[config.mk]
export PLATFORM = sky130hd
export DESIGN_NAME = nvme_ucq_wr
export DESIGN_NICKNAME = d
export VERILOG_FILES = /design/src/rtl/nvme_ucq_pkg.sv /design/src/rtl/nvme_pgen.sv /design/src/rtl/nvme_ucq_wr_dec.sv /design/src/rtl/nvme_ucq_wr.sv
export SDC_FILE = /design/constraint.sdc
export NUM_CORES = 1
export LEC_CHECK = 0
export CORE_MARGIN = 3
export CORE_UTILIZATION = 52
export DETAILED_ROUTE_END_ITERATION = 10
export PLACE_DENSITY = 0.9
export SLEW_MARGIN = 20
export SYNTH_ARGS = -nofsm -noshare
export SYNTH_HDL_FRONTEND = slang
export SYNTH_SLANG_ARGS = --single-unit
[constraint.sdc]
create_clock -name clk -period 16.9 [get_ports clk]
set_input_delay 2.535 -clock clk [delete_from_list [all_inputs] [get_ports clk]]
set_output_delay 2.535 -clock clk [all_outputs]
set_load 0.1 [all_outputs]
[src/rtl/nvme_ucq_pkg.sv]
// ============================================================================
// Module  : nvme_ucq_pkg
// Purpose : Shared types and constants for the microcontroller CQ write path.
// Revision: 1.0 - initial release
// ============================================================================
`default_nettype none

package nvme_ucq_pkg;

    localparam int CQ_ENTRY_BYTES = 16;
    localparam int CQ_PHASE_BIT   = 112;

    typedef enum logic [1:0] {
        ST_IDLE = 2'd0,
        ST_DATA = 2'd1,
        ST_DROP = 2'd2
    } ucq_wr_state_e;

endpackage

`default_nettype wire

[src/rtl/nvme_pgen.sv]
// ============================================================================
// Module  : nvme_pgen
// Purpose : Odd parity generator, one parity bit per BITS_PER_PARITY_BIT bits.
// Revision: 1.0 - initial release
// ============================================================================
`default_nettype none

module nvme_pgen #(
    parameter int BITS_PER_PARITY_BIT = 8,
    parameter int WIDTH               = 128
) (
    input  logic [WIDTH-1:0]                     data_i,
    output logic [WIDTH/BITS_PER_PARITY_BIT-1:0] parity_o
);

    genvar gi;
    generate
        for (gi = 0; gi < WIDTH / BITS_PER_PARITY_BIT; gi++) begin : g_par
            assign parity_o[gi] = ~^data_i[gi*BITS_PER_PARITY_BIT +: BITS_PER_PARITY_BIT];
        end
    endgenerate

endmodule

`default_nettype wire

[src/rtl/nvme_ucq_wr_dec.sv]
// ============================================================================
// Module  : nvme_ucq_wr_dec
// Purpose : Converts a TLP byte address into a CQ entry index and range flag.
// Revision: 1.0 - initial release
// ============================================================================
`default_nettype none

module nvme_ucq_wr_dec #(
    parameter int NUM_ENTRIES  = 4,
    parameter int CQ_PTR_WIDTH = $clog2(NUM_ENTRIES)
) (
    input  logic [63:0]             base_addr_i,
    input  logic [63:0]             addr_i,
    output logic                    in_range_o,
    output logic [CQ_PTR_WIDTH-1:0] idx_o
);

    import nvme_ucq_pkg::*;

    localparam int c_SHIFT = $clog2(CQ_ENTRY_BYTES);

    logic [63:0]        w_offset;
    logic [63-c_SHIFT:0] w_entry;

    // Modular subtraction: addresses below the base wrap to huge offsets.
    assign w_offset   = addr_i - base_addr_i;
    assign w_entry    = w_offset[63:c_SHIFT];
    assign in_range_o = (w_offset[c_SHIFT-1:0] == '0) &&
                        (w_entry < (64-c_SHIFT)'(NUM_ENTRIES));
    assign idx_o      = w_entry[CQ_PTR_WIDTH-1:0];

endmodule

`default_nettype wire

[src/rtl/nvme_ucq_wr.sv]
// ============================================================================
// Module  : nvme_ucq_wr
// Purpose : CQ write ingest: decode, parity, write port, tail/phase tracking.
//           Optional phase-tag check enabled by NVME_UCQ_WR_PHASE_CHECK_EN.
// Revision: 1.0 - initial release
// ============================================================================
`default_nettype none

module nvme_ucq_wr #(
    parameter int NUM_ENTRIES    = 4,
    parameter int CQ_PTR_WIDTH   = $clog2(NUM_ENTRIES),
    parameter int CQ_WRWIDTH     = 128,
    parameter int CQ_PAR_WRWIDTH = 16,
    parameter int CQ_ADDR_WIDTH  = $clog2(NUM_ENTRIES)
) (
    input  logic                                 clk,
    input  logic                                 reset,
    input  logic                                 cq_reset,
    input  logic [63:0]                          cq_base_addr,
    input  logic                                 rxq_valid,
    output logic                                 rxq_ready,
    input  logic                                 rxq_sof,
    input  logic                                 rxq_eof,
    input  logic [63:0]                          rxq_addr,
    input  logic [CQ_WRWIDTH-1:0]                rxq_data,
    output logic                                 cq_wren,
    output logic [CQ_ADDR_WIDTH-1:0]             cq_wraddr,
    output logic [CQ_PAR_WRWIDTH+CQ_WRWIDTH-1:0] cq_wrdata,
    output logic [CQ_PTR_WIDTH-1:0]              cq_wr_tail,
    output logic                                 cq_wr_phase,
    output logic                                 cq_wr_range_err,
    output logic                                 cq_wr_seq_err,
    output logic                                 cq_wr_phase_err,
    output logic [15:0]                          cq_wr_err_count
);

    import nvme_ucq_pkg::*;

    localparam logic [CQ_PTR_WIDTH-1:0] c_LAST_IDX = CQ_PTR_WIDTH'(NUM_ENTRIES - 1);
    localparam logic [CQ_PTR_WIDTH-1:0] c_IDX_ONE  = CQ_PTR_WIDTH'(1);

    ucq_wr_state_e                        state_q, state_d;
    logic [CQ_PTR_WIDTH-1:0]              idx_q, idx_d;
    logic [CQ_PTR_WIDTH-1:0]              tail_q, tail_d;
    logic                                 phase_q, phase_d;
    logic                                 wren_q;
    logic [CQ_ADDR_WIDTH-1:0]             wraddr_q;
    logic [CQ_PAR_WRWIDTH+CQ_WRWIDTH-1:0] wrdata_q;
    logic                                 range_err_q, range_err_d;
    logic                                 seq_err_q;
    logic [15:0]                          err_cnt_q, err_cnt_d;

    logic                      w_accept;
    logic                      w_wr;
    logic [CQ_PTR_WIDTH-1:0]   w_wr_idx;
    logic                      w_dec_in_range;
    logic [CQ_PTR_WIDTH-1:0]   w_dec_idx;
    logic [CQ_PAR_WRWIDTH-1:0] w_parity;
    logic                      w_seq_err;
    logic [1:0]                w_err_inc;
    logic [16:0]               w_cnt_sum;

    assign rxq_ready = !(reset || cq_reset);
    assign w_accept  = rxq_valid && rxq_ready;

    nvme_ucq_wr_dec #(
        .NUM_ENTRIES  (NUM_ENTRIES),
        .CQ_PTR_WIDTH (CQ_PTR_WIDTH)
    ) u_dec (
        .base_addr_i (cq_base_addr),
        .addr_i      (rxq_addr),
        .in_range_o  (w_dec_in_range),
        .idx_o       (w_dec_idx)
    );

    nvme_pgen #(
        .BITS_PER_PARITY_BIT (8),
        .WIDTH               (CQ_WRWIDTH)
    ) u_pgen (
        .data_i   (rxq_data),
        .parity_o (w_parity)
    );

    always_comb begin
        state_d     = state_q;
        idx_d       = idx_q;
        w_wr        = 1'b0;
        w_wr_idx    = idx_q;
        range_err_d = 1'b0;
        if (w_accept) begin
            if (rxq_sof) begin
                // A sof inside an open TLP restarts decoding but is still flagged.
                range_err_d = (state_q != ST_IDLE) || !w_dec_in_range;
                if (w_dec_in_range) begin
                    w_wr     = 1'b1;
                    w_wr_idx = w_dec_idx;
                    idx_d    = w_dec_idx;
                    state_d  = rxq_eof ? ST_IDLE : ST_DATA;
                end else begin
                    state_d  = rxq_eof ? ST_IDLE : ST_DROP;
                end
            end else begin
                case (state_q)
                    ST_DATA: begin
                        if (idx_q == c_LAST_IDX) begin
                            range_err_d = 1'b1;
                            state_d     = rxq_eof ? ST_IDLE : ST_DROP;
                        end else begin
                            w_wr     = 1'b1;
                            w_wr_idx = idx_q + c_IDX_ONE;
                            idx_d    = w_wr_idx;
                            state_d  = rxq_eof ? ST_IDLE : ST_DATA;
                        end
                    end
                    default: state_d = rxq_eof ? ST_IDLE : ST_DROP;
                endcase
            end
        end
    end

    always_comb begin
        tail_d    = tail_q;
        phase_d   = phase_q;
        w_seq_err = 1'b0;
        if (w_wr) begin
            w_seq_err = (w_wr_idx != tail_q);
            tail_d    = w_wr_idx + c_IDX_ONE;
            if (w_wr_idx == c_LAST_IDX) begin
                phase_d = !phase_q;
            end
        end
    end

`ifdef NVME_UCQ_WR_PHASE_CHECK_EN
    logic w_phase_err;
    logic phase_err_q;

    assign w_phase_err     = w_wr && (rxq_data[CQ_PHASE_BIT] != phase_q);
    assign w_err_inc       = 2'(range_err_d) + 2'(w_seq_err) + 2'(w_phase_err);
    assign cq_wr_phase_err = phase_err_q;

    always_ff @(posedge clk) begin
        if (reset || cq_reset) begin
            phase_err_q <= 1'b0;
        end else begin
            phase_err_q <= w_phase_err;
        end
    end
`else
    assign w_err_inc       = 2'(range_err_d) + 2'(w_seq_err);
    assign cq_wr_phase_err = 1'b0;
`endif

    assign w_cnt_sum = {1'b0, err_cnt_q} + {15'd0, w_err_inc};
    assign err_cnt_d = w_cnt_sum[16] ? 16'hFFFF : w_cnt_sum[15:0];

    always_ff @(posedge clk) begin
        if (reset) begin
            state_q     <= ST_IDLE;
            idx_q       <= '0;
            tail_q      <= '0;
            phase_q     <= 1'b1;
            wren_q      <= 1'b0;
            wraddr_q    <= '0;
            wrdata_q    <= '0;
            range_err_q <= 1'b0;
            seq_err_q   <= 1'b0;
            err_cnt_q   <= '0;
        end else if (cq_reset) begin
            // Queue-level reset keeps the error history.
            state_q     <= ST_IDLE;
            idx_q       <= '0;
            tail_q      <= '0;
            phase_q     <= 1'b1;
            wren_q      <= 1'b0;
            range_err_q <= 1'b0;
            seq_err_q   <= 1'b0;
        end else begin
            state_q     <= state_d;
            idx_q       <= idx_d;
            tail_q      <= tail_d;
            phase_q     <= phase_d;
            wren_q      <= w_wr;
            range_err_q <= range_err_d;
            seq_err_q   <= w_seq_err;
            err_cnt_q   <= err_cnt_d;
            if (w_wr) begin
                wraddr_q <= CQ_ADDR_WIDTH'(w_wr_idx);
                wrdata_q <= {w_parity, rxq_data};
            end
        end
    end

    assign cq_wren         = wren_q;
    assign cq_wraddr       = wraddr_q;
    assign cq_wrdata       = wrdata_q;
    assign cq_wr_tail      = tail_q;
    assign cq_wr_phase     = phase_q;
    assign cq_wr_range_err = range_err_q;
    assign cq_wr_seq_err   = seq_err_q;
    assign cq_wr_err_count = err_cnt_q;

endmodule

`default_nettype wire

**Word-level counts from Yosys, hierarchy flattened**

Index checks and enable logic that the tools add are counted.

- Output and inout port bits: 170
- Bits of input ports: 262
- Word-level logic and storage cells: 71
- Register bits: 172

- Bitwise logic cells: 1
- Mux-type cells: 22
- Equality and inequality tests: 4
- Magnitude comparators: 1
- $add $sub $neg: 5
- Reductions and logical operators: 28

Operator list:

| operator | number |
|---|---|
| $reduce_xnor A8 Y1 | 16 |
| $sub A64 B64 Y64 | 1 |
| $lt A60 B3 Y1 const B | 1 |
| $mux W2 | 10 |
| $add A16 B2 Y17 | 1 |
| $mux W16 | 1 |
| $mux W1 | 11 |
| $add A2 B1 Y2 const B | 2 |
| $eq A2 B2 Y1 const B | 2 |
| $logic_not A4 Y1 | 1 |
| $reduce_and A2 Y1 | 2 |
| $logic_not A1 Y1 | 3 |
| $add A1 B1 Y2 | 1 |
| $eq A2 B1 Y1 const B | 1 |
| $logic_and A1 B1 Y1 | 2 |
| $logic_or A1 B1 Y1 | 2 |
| $ne A2 B2 Y1 | 1 |
| $reduce_bool A2 Y1 | 1 |
| $reduce_or A2 Y1 | 1 |
| $not A1 Y1 | 1 |

**Logic depth before layout (Yosys ltp)**

Gate-level depths: netlist of run 1.

- Word-level depth: 11
- Depth in mapped cells: 29
- Depth with buffers taken out: 26

**Cells and area by module**

From an unflattened synthesis of run 1, not the netlist that was laid out.

- Cell total of the unflattened synthesis: 1,653
- Area, all modules: 12,291.8 um^2

By module, submodules not included:

| module | cells an instance | sequential area each (um^2) | times used | area an instance (um^2) |
|---|---|---|---|---|
| nvme_ucq_wr | 779 | 3,443.3 | 1 | 6,356.1 |
| nvme_ucq_wr_dec | 762 | 0.0 | 1 | 4,954.8 |
| nvme_pgen | 112 | 0.0 | 1 | 980.9 |

**Least setup slack after synthesis of run 1**

No wires, ideal clock.

- Kind: input to register
- From: input port cq_base_addr[28]
- To: register err_cnt_q[15], in the netlist cq_wr_err_count[15]
- Required time: 16.830 ns
- Setup slack: 8.522 ns
- Setup time: 0.070 ns
- Arrival time: 8.308 ns
- Cell stages on the path: 24
- Path through: inv_1 -> ha_1 -> buf_6 -> a21oi_2 -> nor2_1 -> or4_1 -> or4_1 -> nor4_1 -> nand4_1 -> nor4_1 -> o2111ai_1 -> or4_1 -> or4_4 -> a31o_4 -> xor2_1 -> o21ai_1 -> fa_1 -> nor4bb_1 -> and3_1 -> nand3_1 -> nor2_1 -> nand4_1 -> xor2_1 -> a21oi_1

- Cells in the longest elaborated chain, start to end: 11

Ends and longest elaborated chain:

| what | line | RTL |
|---|---|---|
| from (decl) | nvme_ucq_wr.sv:19 | `input logic [63:0] cq_base_addr,` |
| $sub A64 B64 Y64 (*) | nvme_ucq_wr_dec.sv:26 | `assign w_offset = addr_i - base_addr_i;` |
| $lt A60 B3 Y1 (*) | nvme_ucq_wr_dec.sv:29 | `(w_entry < (64-c_SHIFT)'(NUM_ENTRIES));` |
| $logic_and A1 B1 Y1 (*) | nvme_ucq_wr_dec.sv:28 | `assign in_range_o = (w_offset[c_SHIFT-1:0] == '0) &&` |
| $mux W2 | nvme_ucq_wr.sv:94 | `if (w_dec_in_range) begin` |
| $mux W2 (2 in a row) | - |  |
| $ne A2 B2 Y1 | nvme_ucq_wr.sv:126 | `w_seq_err = (w_wr_idx != tail_q);` |
| $mux W1 | nvme_ucq_wr.sv:125 | `if (w_wr) begin` |
| $add A1 B1 Y2 (*) | nvme_ucq_wr.sv:150 | `assign w_err_inc = 2'(range_err_d) + 2'(w_seq_err);` |
| $add A16 B2 Y17 (*) | nvme_ucq_wr.sv:154 | `assign w_cnt_sum = {1'b0, err_cnt_q} + {15'd0, w_err_inc};` |
| $mux W16 (*) | nvme_ucq_wr.sv:155 | `assign err_cnt_d = w_cnt_sum[16] ? 16'hFFFF : w_cnt_sum[15:0];` |
| to (signal assigned) | nvme_ucq_wr.sv:186 | `err_cnt_q <= err_cnt_d;` |
| to (decl) | nvme_ucq_wr.sv:51 | `logic [15:0] err_cnt_q, err_cnt_d;` |

Every way passes the cells marked *; elsewhere a longest branch is shown, timed or not.
A chain may end at the register's enable or synchronous reset.

**Final worst setup path of run 1**

- From: input port cq_base_addr[55]
- To: register err_cnt_q[15], in the netlist cq_wr_err_count[15]

The elaborated chain is that of the path after synthesis.

==> results of run 1 <==
## cell type report
| type | instances | share of cell area |
|---|---|---|
| antenna | 14 | 0.00189 |
| clock buffer | 19 | 0.0239 |
| clock inverter | 13 | 0.00789 |
| inverter | 87 | 0.0176 |
| multi-input combinational | 1382 | 0.506 |
| sequential | 172 | 0.186 |
| tap | 330 | 0.0223 |
| timing repair buffer | 436 | 0.235 |
## layout by cell type, fill, tap and decap left out, types with 12 or more instances in the layout
cell,Yosys,layout
clkdlybuf4s50_1,0,429
nor2_1,249,249
dfxtp_1,172,172
mux2i_1,155,155
xnor2_1,132,132
nand2_1,117,117
a21oi_1,102,101
inv_1,85,85
ha_1,65,65
nand4_1,53,53
o21ai_0,47,47
nand3_1,38,38
nor3_1,35,35
o211ai_1,22,22
o21a_1,22,22
a21o_1,19,19
o21ai_1,19,19
clkbuf_16,0,17
nor2b_1,16,16
a211oi_1,16,16
or3_1,15,15
nor4_1,15,15
xor2_1,15,15
diode_2,0,14
and3_1,14,14
o2111ai_1,14,14
a21oi_2,12,12
## state kept, by name, summed over array words and instances, names as in the netlist
name and cells:
cq_wraddr 2, state_q 2, idx_q 2, cq_wrdata 144, cq_wr_range_err 1, cq_wr_phase 1
cq_wren 1, cq_wr_tail 2, cq_wr_seq_err 1, cq_wr_err_count 16
## layer usage
layer	vias up	global-route usage	share of wire
met5	-	0	0
met4	0	0.254	0.079
met3	351	0.123	0.12
met2	1302	0.697	0.45
met1	7574	0.510	0.36
li1	6977	-	-
## report_power, final
part | total [uW] | switching (uW) | internal [uW]
sequential | 406 | 0.635 | 405
combinational | 438 | 263 | 175
clock | 411 | 197 | 214
## kinds of logic after synthesis
kind of cell	after synthesis	share of synthesized area
simple gates	621	0.218
flops	172	0.252
buf+inv	173	0.0610
fa+ha+maj	66	0.0610
other cells	1	0.000275
xor+xnor	147	0.0943
mux	159	0.117
compound gates	388	0.196
## final timing paths
check | startpoint | to | slack [ns] | cells past startpoint
worst min register to register | cq_wrdata[27] | cq_wrdata[27] | 0.49 | 2
worst max-delay path | cq_base_addr[55] | cq_wr_err_count[15] | 6.23 | 24
worst max register to register | state_q[0] | cq_wr_err_count[15] | 12.31 | 13
worst min-delay path | cq_wrdata[27] | cq_wrdata[27] | 0.49 | 2
## worst register-to-register path, stage by stage, from the launching register on
cell	delay (ns)
dfxtp_1	0.37
nor2b_1	0.28
nand3b_1	0.19
a21oi_4	0.18
buf_12	0.74
o21ai_1	0.36
fa_1	0.50
nor4bb_1	0.56
and3_1	0.35
nand3_1	0.21
nor2_1	0.25
nand4_1	0.17
xor2_1	0.18
a21oi_1	0.19
## cell usage after synthesis (10+ instances only)
cell,n,area [um^2]
nor2b_1,16,100
buf_2,29,145
xnor2_1,132,1160
nand2b_1,10,62.6
a21oi_2,12,105
xor2_1,15,131
mux2i_1,155,1550
o21a_1,22,165
a21oi_1,102,510
nand2_1,117,439
o21ai_1,19,95.1
clkbuf_1,38,143
o31ai_1,10,75.1
o211ai_1,22,165
inv_1,85,319
nor2_1,249,935
ha_1,65,813
nor3_1,35,175
or3_1,15,93.8
dfxtp_1,172,3440
and3_1,14,87.6
a211oi_1,16,120
nor4_1,15,93.8
a21o_1,19,143
nand4_1,53,332
nand3_1,38,190
o21ai_0,47,235
o2111ai_1,14,123
## through the flow
stage / utilization / power (uW)
6_report: 0.728 / 1250
5_1_grt: 0.728 / 1290
4_1_cts: 0.727 / 1230
3_5_place_dp: 0.704 / 828
3_3_place_gp: 0.704 / 824
2_1_floorplan: - / 665
==> run summary, run 1 <==
Setup violations remaining at the end of the flow were counted as 0. The worst relative slew slack is 0.201, and the effective utilization at floorplan is 0.536. The leakage power figure is 0.00664 uW. The most used flip-flop cell after synthesis is dfxtp_1. The routed design could run at a clock period as short as 10.67 ns. Averaged over all synthesized cells, the footprint is 7.90 um^2.

Setup repair after global routing left no endpoint under its margin. After detailed routing, the number of remaining DRC violations is 0. The share of final-layout standard cells stronger than drive strength 1 works out to 0.0413. Path category of the worst min-delay check: reg -> reg. The via count of the first global-routing pass was 16,000; the synthesized cell area was 13,700 um^2. The HPWL after detailed placement is 50.1 mm. The post-layout instance count excluding filler cells was 2,453; the first-iteration detailed-routing DRC count was 2,222. The number of antenna violations at the first check in global routing is 13. Once detail routing completed, the nets flagged for antenna violations numbered 0. The final number of max-transition violations was 0; the number of enable flip-flop cells after synthesis was 0. During synthesis, Yosys emitted a total of 0 warnings. The total number of nets in the final design is 2,424, and the count of maximum capacitance violations is 0. The core region is 25,500 um^2. In this run, post-CTS hold repair placed 0 buffers. Static timing analysis puts the maximum clock frequency at 93.7 MHz. The run gives 172 as the CTS sink count. Detailed-routing iteration count for the pre-antenna-repair pass: 7. The hold violation count in the final report was 0. The critical path goes through clkdlybuf4s50_1 > inv_1 > ha_1 > a21oi_1 > o21ai_1 > a222oi_1 > a21boi_1 > nand4_1 > or4b_1 > or4_1 > or4_1 > nor4_1 > nand4_1 > a21oi_4 > buf_12 > o21ai_1 > fa_1 > nor4bb_1 > and3_1 > nand3_1 > nor2_1 > nand4_1 > xor2_1 > a21oi_1. The tools report the critical path data required time as 17.27 ns.

Clock tree synthesis selected as its root buffer the cell clkbuf_16. The sum of buffers and inverters on the critical path is 3. The synthesized design contains 172 register bits. Measured along the x axis, the die boundary spans 168 um. The number of placed instances, taps included is 2,407, and the actual slew at the worst max-slew pin is 1.19 ns. The fraction of the cycle the final worst path needs works out to 0.631. Entering global routing, the biggest net connects 154 pins.

432 I/O pins were placed. During placement, the flow inserted port buffers numbering 430. Global routing finished with a remaining overflow of 0. Number of levels in the clock H-tree: 4.

The cell count after synthesis came out at 1,727. Summing over every cut layer, the via total after detailed routing is 16,200. For the post-cts sizing count, the log shows 0.

The worst setup path is of the in -> reg kind. The number of filler instances in the final layout was 1,755. At the end of routability-driven placement, the weighted congestion stood at 1.10. The area overhead of the layout relative to synthesis works out to 35.9%. The kind of cell with the highest combined delay along the critical path is simple AND/OR/NAND/NOR gates. For this design, the slowest cell found on the critical path is buf_12.

Power spread over the standard cell area amounts to 67.6 nW/um^2. The number of distinct library cells after synthesis was 91. Summing all multi-input logic gate instances after layout gives 9390 um^2. The number of nets in the synthesized netlist is 2,055.

Hold is met by 0.490 ns. The fraction of registers with async set or reset after synthesis is 0, and the later-pin clock latency in the skew report is 0.46 ns. The post-CTS clock slew at the launch and capture registers of the worst setup and hold paths works out to 0.08 ns. The post-placement setup slack is 6.37 ns, and the ratio of routed vias to standard cells is 6.61.

The placement row count is 58. The run gives 6.23 ns as the worst path setup slack after routing. The tools report the overall fraction of global-route tracks in use as 0.431. The instance area at placement came out at 17,900 um^2. The type of origin of the critical path was an input port. The worst-case IR drop observed on VDD is 0.0566 mV.

For the sequential cell area fraction in the yosys report, the log shows 0.252. The run gives 0 ns as the final total negative setup slack. Data arrives at the worst endpoint at 11.04 ns. TritonCTS built the clock tree. The largest incremental delay on the critical path is 0.74 ns, and the total non-filler cell area in the finished layout is 18,600 um^2. The average wire per cell in the routed design was 26.7 um; the number of post-CTS setup repair buffers was 0. In this run the vertical extent of the chip is 168 um.

The flow ran to the end, and the final reports show no timing, DRC or antenna violations. For the first-pass GRT wire length, the log shows 95.5 mm. The clock tree buffer depth was 2; the number of buffers added by the clock tree synthesis step was 17. The peak fanout along the critical path was 153; the total die area was 28,200 um^2. In the final layout, flip-flops and latches occupy 3440 um^2.

The most numerous cell type found on the critical path is nand4_1. The category of the worst setup path capture point is a flop. The final clock skew was 0.0221 ns. After detailed routing, the total wire length is 65.6 mm.
Power figures use the tool's default switching activity.
==> inputs of run 2 (changes only) <==
--- a/config.mk
+++ b/config.mk
@@ -6,9 +6,9 @@
 export NUM_CORES = 1
 export LEC_CHECK = 0
 export CORE_MARGIN = 3
-export CORE_UTILIZATION = 52
+export CORE_UTILIZATION = 48
 export DETAILED_ROUTE_END_ITERATION = 10
-export PLACE_DENSITY = 0.9
+export PLACE_DENSITY = 0.84
 export SLEW_MARGIN = 20
 export SYNTH_ARGS = -nofsm -noshare
 export SYNTH_HDL_FRONTEND = slang
==> constraint.sdc (replaced) <==
create_clock -name clk -period 11.1 [get_ports clk]
set_input_delay 1.665 -clock clk [delete_from_list [all_inputs] [get_ports clk]]
set_output_delay 1.665 -clock clk [all_outputs]
set_load 0.1 [all_outputs]
==> run 2 against run 1 <==
Against the previous run:
- worst setup slack lost 4.3 ns
- sequential power grew 52%
- sequential share of layout area fell by 0.13 points
- critical path depth up 2
- core utilization fell by 6.0 points
- die area increased by 8.0%
- register-to-register slack got worse by 5.0 ns
- cell count up 1.9%
- clock skew is 0.0029 ns higher
- combinational power increased by 50%
- critical path type unchanged
==> run summary, run 2 (synthesis gave the netlist of run 1 again) <==
The run finished with clean final reports. The count of vias placed by the detailed router is 15,300 (-5.5%). The tools report the instance area at placement as 18,000 um^2 (+0.29%). TritonCTS built the clock tree. The power density over the cells was 103 nW/um^2 (+53%); the ratio of routed vias to standard cells was 6.13 (-7.2%). The logs give 30,500 um^2 (+8.0%) for the total die area and 27,900 um^2 (+9.7%) for the core area. The top-level I/O count was 432 (unchanged); the effective utilization at floorplan was 0.489 (-0.0472). Worst IR drop on VDD: 0.0955 mV (+69%). The run gives 0.340 (-0.009) as the share of total power in combinational logic. The worst hold path belongs to the class reg -> reg. The run gives 0.44 ns (-0.02 ns) as the later-pin clock latency in the skew report.

The residual DRC count is 0 (unchanged), and the number of buffers added by the clock tree synthesis step is 17 (unchanged). The clock tree buffer depth was 2 (unchanged); the combined area of the multi-input logic cells was 9390 um^2 (about the same). The logs give 61 (+5.2%) for the placement row count and 15,000 (-6.2%) for the via count of the first global-routing pass. The run gives 1,703 (-23%) as the first-iteration detailed-routing DRC count. The setup path with the least slack is of type in -> reg. The library cell used most frequently in the layout, excluding fill and tap cells, is clkdlybuf4s50_1. The overall overflow remaining after global route is 0 (unchanged), and the count of port buffers added during placement is 430 (unchanged). The placer's final routability congestion estimate is 1.04 (-5.7%). The final total negative setup slack was 0 ns (unchanged). Utilization after layout: 0.669 (-0.0597). Broken down by cell family, the worst path's largest delay share belongs to simple AND/OR/NAND/NOR gates. For the worst path setup slack after routing, the log shows 1.93 ns (-4.30 ns). Setup repair after global routing left no endpoint under its margin. The run gives 11.37 ns (-5.90 ns) as the critical path data required time.

The run gives 9.44 ns (-1.60 ns) as the worst path arrival time. The post-route minimum period works out to 9.17 ns. The horizontal die dimension was 175 um (+3.9%); the final number of max-transition violations was 0 (unchanged). The run gives 48.5 mm (-3.1%) as the detailed-placement wirelength estimate. The vertical die dimension was 175 um (+3.9%); the sequential cell area in the final layout was 3440 um^2 (unchanged). The switching part of the total is 0.377 (+0.00963), and the number of failing setup endpoints in the final timing report is 0 (unchanged). The tools report the first-pass GRT wire length as 89.4 mm (-6.5%). The post-CTS clock slew at the launch and capture registers of the worst setup and hold paths came out at 0.10 ns (+0.02 ns). The maximum clock frequency was 109 MHz. Number of buffers inserted by hold repair at cts: 0 (unchanged).

The worst hold margin was 0.501 ns (+0.0106 ns). The logs give 60.2 mm (-8.2%) for the sum of routed wire length over all layers and 0.339 (+0.011) for the clock share of power. Sum of buffers and inverters on the critical path: 3 (unchanged). The count of maximum capacitance violations was 0 (unchanged).

The largest incremental delay on the critical path works out to 0.73 ns (about the same). For the hold violation count in the final report, the log shows 0 (unchanged). The tools report the CTS sink count as 172 (unchanged).

The average wire per cell in the routed design was 24.1 um (-9.9%); the number of flip-flops under the largest register name was 144 (unchanged). The detailed-routing iteration count for the pre-antenna-repair pass was 6 (-1). The maximum number of pins on one net before global-route repair is 86 (-44%), and the number of filler instances in the final layout is 2,255 (+28%).

Number of post-CTS setup repair buffers: 0 (unchanged). The final clock skew came out at 0.0250 ns (+0.00293 ns). The run gives 4 (unchanged) as the number of levels in the clock H-tree.

Share of total power in sequential cells: 0.320 (-0.004). The total non-filler cell area in the finished layout is 18,700 um^2 (+0.68%), and the fraction of the cycle the final worst path needs is 0.826. The post-placement setup slack was 1.76 ns (-4.61 ns); the number of antenna violations at the first check in global routing was 10 (-3). The total internal power was 1200 uW (+51%). For the leakage power figure, the log shows 0.00668 uW (+0.57%). The share of final-layout standard cells stronger than drive strength 1 came out at 0.0436 (+0.00233). From synthesis to final layout, the design area changed by 36.8%. The peak fanout along the critical path is 22 (-86%). The run gives 2,426 (+0.083%) as the total number of nets in the final design. For this design, the slowest cell found on the critical path is a21oi_4. Leaving out fill and tap cells, the most frequent cells in the layout are clkdlybuf4s50_1, nor2_1, dfxtp_1.

The overall fraction of global-route tracks in use is 0.374 (-0.0570). The root buffer cell chosen for the clock tree is clkbuf_16. The worst setup path is captured at a flop. The logs give 726 uW (+58%) for the net switching power and 0 (unchanged) for the remaining antenna violation count. The actual slew at the worst max-slew pin is 1.16 ns (-0.0348 ns), and the post-cts sizing count is 0 (unchanged). The type of origin of the critical path is an input port. The tools report the worst relative slew slack as 0.224 (+0.0232).
==> run 2: changes by cell type in the layout (fill, tap and decap cells not counted), sizes merged <==
cell / before / now
clkdlybuf4s50: 429 / 428
clkbuf: 19 / 17
bufinv: 1 / 0
inv: 95 / 96
clkinv: 2 / 6
clkinvlp: 2 / 0
buf: 7 / 10
diode: 14 / 10
==> run 2: cell type report <==
| class | count | share of cell area |
|---|---|---|
| Timing Repair Buffer | 438 | 0.234 |
| Clock inverter | 15 | 0.0119 |
| Inverter | 87 | 0.0175 |
| Multi-Input combinational cell | 1382 | 0.503 |
| Sequential cell | 172 | 0.184 |
| Antenna cell | 10 | 0.00134 |
| Tap cell | 378 | 0.0253 |
| Clock buffer | 17 | 0.0228 |
==> run 2: worst paths after layout <==
| check | from | end | slack (ns) | cells after the start |
|---|---|---|---|---|
| max | cq_base_addr[29] | cq_wr_err_count[12] | 1.93 | 26 |
| max reg2reg | state_q[0] | cq_wr_err_count[12] | 7.33 | 15 |
| min reg2reg | cq_wrdata[132] | cq_wrdata[132] | 0.50 | 2 |
| min | cq_wrdata[132] | cq_wrdata[132] | 0.50 | 2 |
==> run 2: worst min-delay path: cells and delay by family (launching register included) <==
family	cells	cell delay, ns
DFF	1	0.34
and+or+nand+nor	1	0.07
muxes	1	0.06
==> run 2: metrics by stage <==
| stage | total power [uW] | cells |
|---|---|---|
| 6_report | 1930 | 2499 |
| 5_1_grt | 2000 | 2498 |
| 4_1_cts | 1910 | 2488 |
| 3_5_place_dp | 1260 | 2456 |
| 3_3_place_gp | 1260 | 2456 |
| 2_1_floorplan | 1010 | 1727 |
==> run 2: power groups by stage <==
stage               Clock (uW)  Sequential (uW)  Combinational, uW
finish                     654              618                656
global route               689              618                694
CTS                        660              618                636
detailed placement           0              632                631
global placement             0              632                630
floorplan                    0              636                377
==> run 2: layer usage <==
layer	vias up	global-route usage	wire (um)
li1	6977	-	-
met1	7262	0.457	23200
met2	916	0.617	27900
met3	162	0.113	6260
met4	2	0.153	2900
met5	-	0	16
==> inputs of run 3 (changes only) <==
--- a/config.mk
+++ b/config.mk
@@ -6,9 +6,9 @@
 export NUM_CORES = 1
 export LEC_CHECK = 0
 export CORE_MARGIN = 3
-export CORE_UTILIZATION = 48
+export CORE_UTILIZATION = 43
 export DETAILED_ROUTE_END_ITERATION = 10
-export PLACE_DENSITY = 0.84
+export PLACE_DENSITY = 0.8
 export SLEW_MARGIN = 20
 export SYNTH_ARGS = -nofsm -noshare
 export SYNTH_HDL_FRONTEND = slang
==> constraint.sdc (replaced) <==
create_clock -name clk -period 7.9 [get_ports clk]
set_input_delay 1.185 -clock clk [delete_from_list [all_inputs] [get_ports clk]]
set_output_delay 1.185 -clock clk [all_outputs]
set_load 0.1 [all_outputs]
==> run 3 against run 2 <==
Against the previous run:
- critical path depth unchanged
- critical endpoint is now cq_wr_err_count[15]
- sequential share of layout area shrank 1.3 points
- wire length grew 4.8%
- global-route usage down 1.8 points
- sequential power up 40%
- core utilization down 1.9 points
- first-iteration DRC count fell by 20%
- cell count is 7.9% higher
- count of clock-buffer cells in the layout unchanged
- via count grew 2.7%
- highest routed layer is now met4
- flip-flop and latch count stayed put
- combinational power is 57% higher
==> run summary, run 3 (synthesis gave the netlist of run 1 again) <==
STA classifies the critical path startpoint as an input port. For the worst path arrival time, the log shows 7.91 ns (-1.53 ns). Share of final-layout standard cells stronger than drive strength 1: 0.120 (+0.0762). Share of total power in combinational logic: 0.375 (+0.035).

The peak fanout along the critical path was 3 (-86%); the ratio of routed vias to standard cells was 5.84 (-4.8%). The worst IR drop on VDD is 0.177 mV (+86%), and the net switching power is 1000 uW (+38%). The detailed-routing iteration count for the pre-antenna-repair pass is 6 (unchanged). For the first-pass GRT wire length, the log shows 92.8 mm (+3.8%). TritonCTS built the clock tree.

The final clock skew came out at 0.0157 ns (-0.00932 ns). The residual DRC count is 0 (unchanged). The power density over the cells is 137 nW/um^2 (+33%). The number of buffers added by the clock tree synthesis step is 17 (unchanged). The tools report the endpoint with the worst hold slack as cq_wr_tail[0]. Overall overflow remaining after global route: 0 (unchanged). The run gives 2 (unchanged) as the clock tree buffer depth. Buffer cell driving the clock tree root: clkbuf_16. The number of failing setup endpoints in the final timing report was 0 (unchanged); the count of vias placed by the detailed router was 15,700 (+2.7%).

The fraction of the cycle the final worst path needs is 0.965. Detailed-placement wirelength estimate: 51.6 mm (+6.3%). The run gives 20,100 um^2 (+7.5%) as the total non-filler cell area in the finished layout.

The leakage power figure came out at 0.00752 uW (+13%). The cell depth of the worst min-delay path was 2 (unchanged). The remaining antenna violation count came out at 0 (unchanged). Number of flip-flops under the largest register name: 144 (unchanged). The later-pin clock latency in the skew report was 0.46 ns (+0.02 ns); the worst hold margin was 0.496 ns (-0.00445 ns).

For the core area, the log shows 30,900 um^2 (+11%). STA classifies the critical path endpoint as a flop. The maximum number of pins on one net before global-route repair was 92 (+7.0%). The total die area is 33,900 um^2 (+11%). The run gives 2,603 (+7.3%) as the total number of nets in the final design. The effective utilization at floorplan is 0.442 (-0.0470). The area overhead of the layout relative to synthesis came out at 47.1%. The horizontal die dimension is 184 um (+5.5%), and the first-iteration detailed-routing DRC count is 1,357 (-20%). The number of post-CTS setup repair buffers is 0 (unchanged), and the vertical die dimension is 184 um (+5.5%). The critical path data required time was 8.19 ns (-3.18 ns); the share of total power in sequential cells was 0.315 (-0.005). The startpoint identified for the worst hold timing path is cq_wr_tail[0]. The top-level I/O count was 432 (unchanged); the minimum setup slack among reg-to-reg paths was 4.32 ns (-3.01 ns).

The instance area at placement is 19,400 um^2 (+7.7%). The number of levels in the clock H-tree was 4 (unchanged); the path depth of the worst reg2reg path was 17 (+2). The via count of the first global-routing pass was 15,900 (+5.9%). Start of the worst register-to-register path: state_q[0].

In this run the worst setup path begins at cq_base_addr[42]. The worst path in the final design needs a cycle of 7.62 ns, including I/O delays and setup. The average wire per cell in the routed design is 23.4 um (-2.9%). For the sum of routed wire length over all layers, the log shows 63.1 mm (+4.8%).

The logs give 131 MHz for the maximum clock frequency and 2760 uW (+43%) for the total power consumption of the routed design. The most common cell after layout, fill and taps aside is clkdlybuf4s50_1. The placer's final routability congestion estimate is 1.01 (-2.5%), and the worst relative slew slack is 0.235 (+0.0107).

The worst register-to-register path ends at cq_wr_err_count[15]. Path category of the worst min-delay check: reg -> reg. The count of maximum capacitance violations is 0 (unchanged), and the actual slew at the worst max-slew pin is 1.14 ns (-0.0160 ns). The placement row count came out at 64 (+4.9%).

The library cells used most frequently in the layout, excluding fill and tap cells, are clkdlybuf4s50_1, nor2_1, buf_4. The flow ran to the end, and the final reports show no timing, DRC or antenna violations. The run gives 0.356 (-0.0177) as the overall fraction of global-route tracks in use. The post-CTS clock slew at the launch and capture registers of the worst setup and hold paths is 0.07 ns (-0.03 ns).

The tools report the total internal power as 1760 uW (+46%). The setup path with the least slack is of type in -> reg. The switching part of the total is 0.363 (-0.0132), and the clock share of power is 0.311 (-0.028). The number of antenna violations at the first check in global routing came out at 12 (+2). For the final number of max-transition violations, the log shows 0 (unchanged). The count of port buffers added during placement is 430 (unchanged).

For the CTS sink count, the log shows 172 (unchanged). For the hold violation count in the final report, the log shows 0 (unchanged).
==> run 3: cell types whose count changed in the layout (fill, tap and decap cells not counted), moves of 2 or more <==
cell | previous run | this run
a2111oi_0 | 5 | 3
buf_12 | 1 | 4
buf_4 | 9 | 182
clkinv_4 | 0 | 2
clkinvlp_4 | 0 | 2
diode_2 | 10 | 12
inv_12 | 4 | 0
nor4_1 | 15 | 12
nor4_2 | 0 | 2
==> run 3: worst max-delay path by stage <==
stage | slack [ns] | to
floorplan | 0.87 | cq_wr_err_count[15]
CTS | 0.06 | cq_wr_err_count[15]
global route | -0.02 | cq_wr_err_count[15]
global placement | -0.18 | cq_wr_err_count[15]
finish | 0.28 | cq_wr_err_count[15]
detailed placement | -0.35 | cq_wr_err_count[15]
==> run 3: critical path: stages <==
cell and delay (ns):
clkdlybuf4s50_1 0.45, inv_1 0.04, ha_1 0.32, a21oi_2 0.18, nor2_1 0.10, or4_1 0.53, or4_1 0.57, nor4_4 0.32
nand4_1 0.19, nor4_2 0.28, buf_4 0.16, o2111ai_1 0.08, or4_1 0.61, or4_4 0.58, a31o_4 0.27, xor2_1 0.17
o21ai_1 0.13, fa_1 0.41, nor4bb_1 0.32, buf_4 0.18, and3_1 0.17, nand3_1 0.12, nor2_2 0.17, nand4_1 0.13
xor2_1 0.17, a21oi_1 0.08
==> run 3: power by group through the flow <==
stage               Combinational [uW]  Sequential (uW)  Clock (uW)
global placement                   999              888           0
detailed placement                 999              888           0
floorplan                          529              894           0
global route                      1100              868         896
finish                            1030              868         857
CTS                               1010              868         866
==> run 3: per-stage QoR <==
stage | std cells | util | setup WS (ns) | TNS, ns
after global placement | 2651 | 0.627 | -0.180 | -0.689
after global routing | 2695 | 0.649 | -0.0205 | -0.0205
after detailed placement | 2651 | 0.627 | -0.350 | -1.97
final | 2696 | 0.649 | 0.280 | 0
after CTS | 2683 | 0.646 | 0.0649 | 0
after floorplan | 1727 | - | 0.872 | 0
==> run 3: what timing repair did <==
action / in CTS / in global routing
gates resized for setup: 0 / 10
endpoints found under the setup margin: 0 / 8
hold buffers: 0 / 0
==> run 3: metal layers <==
layer / part of all wire / track usage / vias up / wire, um
li1: - / - / 7345 / -
met1: 0.38 / 0.414 / 7472 / 24100
met2: 0.47 / 0.598 / 762 / 29700
met3: 0.099 / 0.121 / 154 / 6250
met4: 0.047 / 0.155 / 0 / 2990
met5: 0 / 0 / - / 0
==> run 3: cell type report <==
cell class	count	area (um^2)
clock inverter	15	181
antenna	12	30.0
tap	396	495
inverter	87	327
multi-input combinational	1382	9430
timing repair buffer	615	5740
clock buffer	17	425
fill	2572	10800
sequential	172	3440
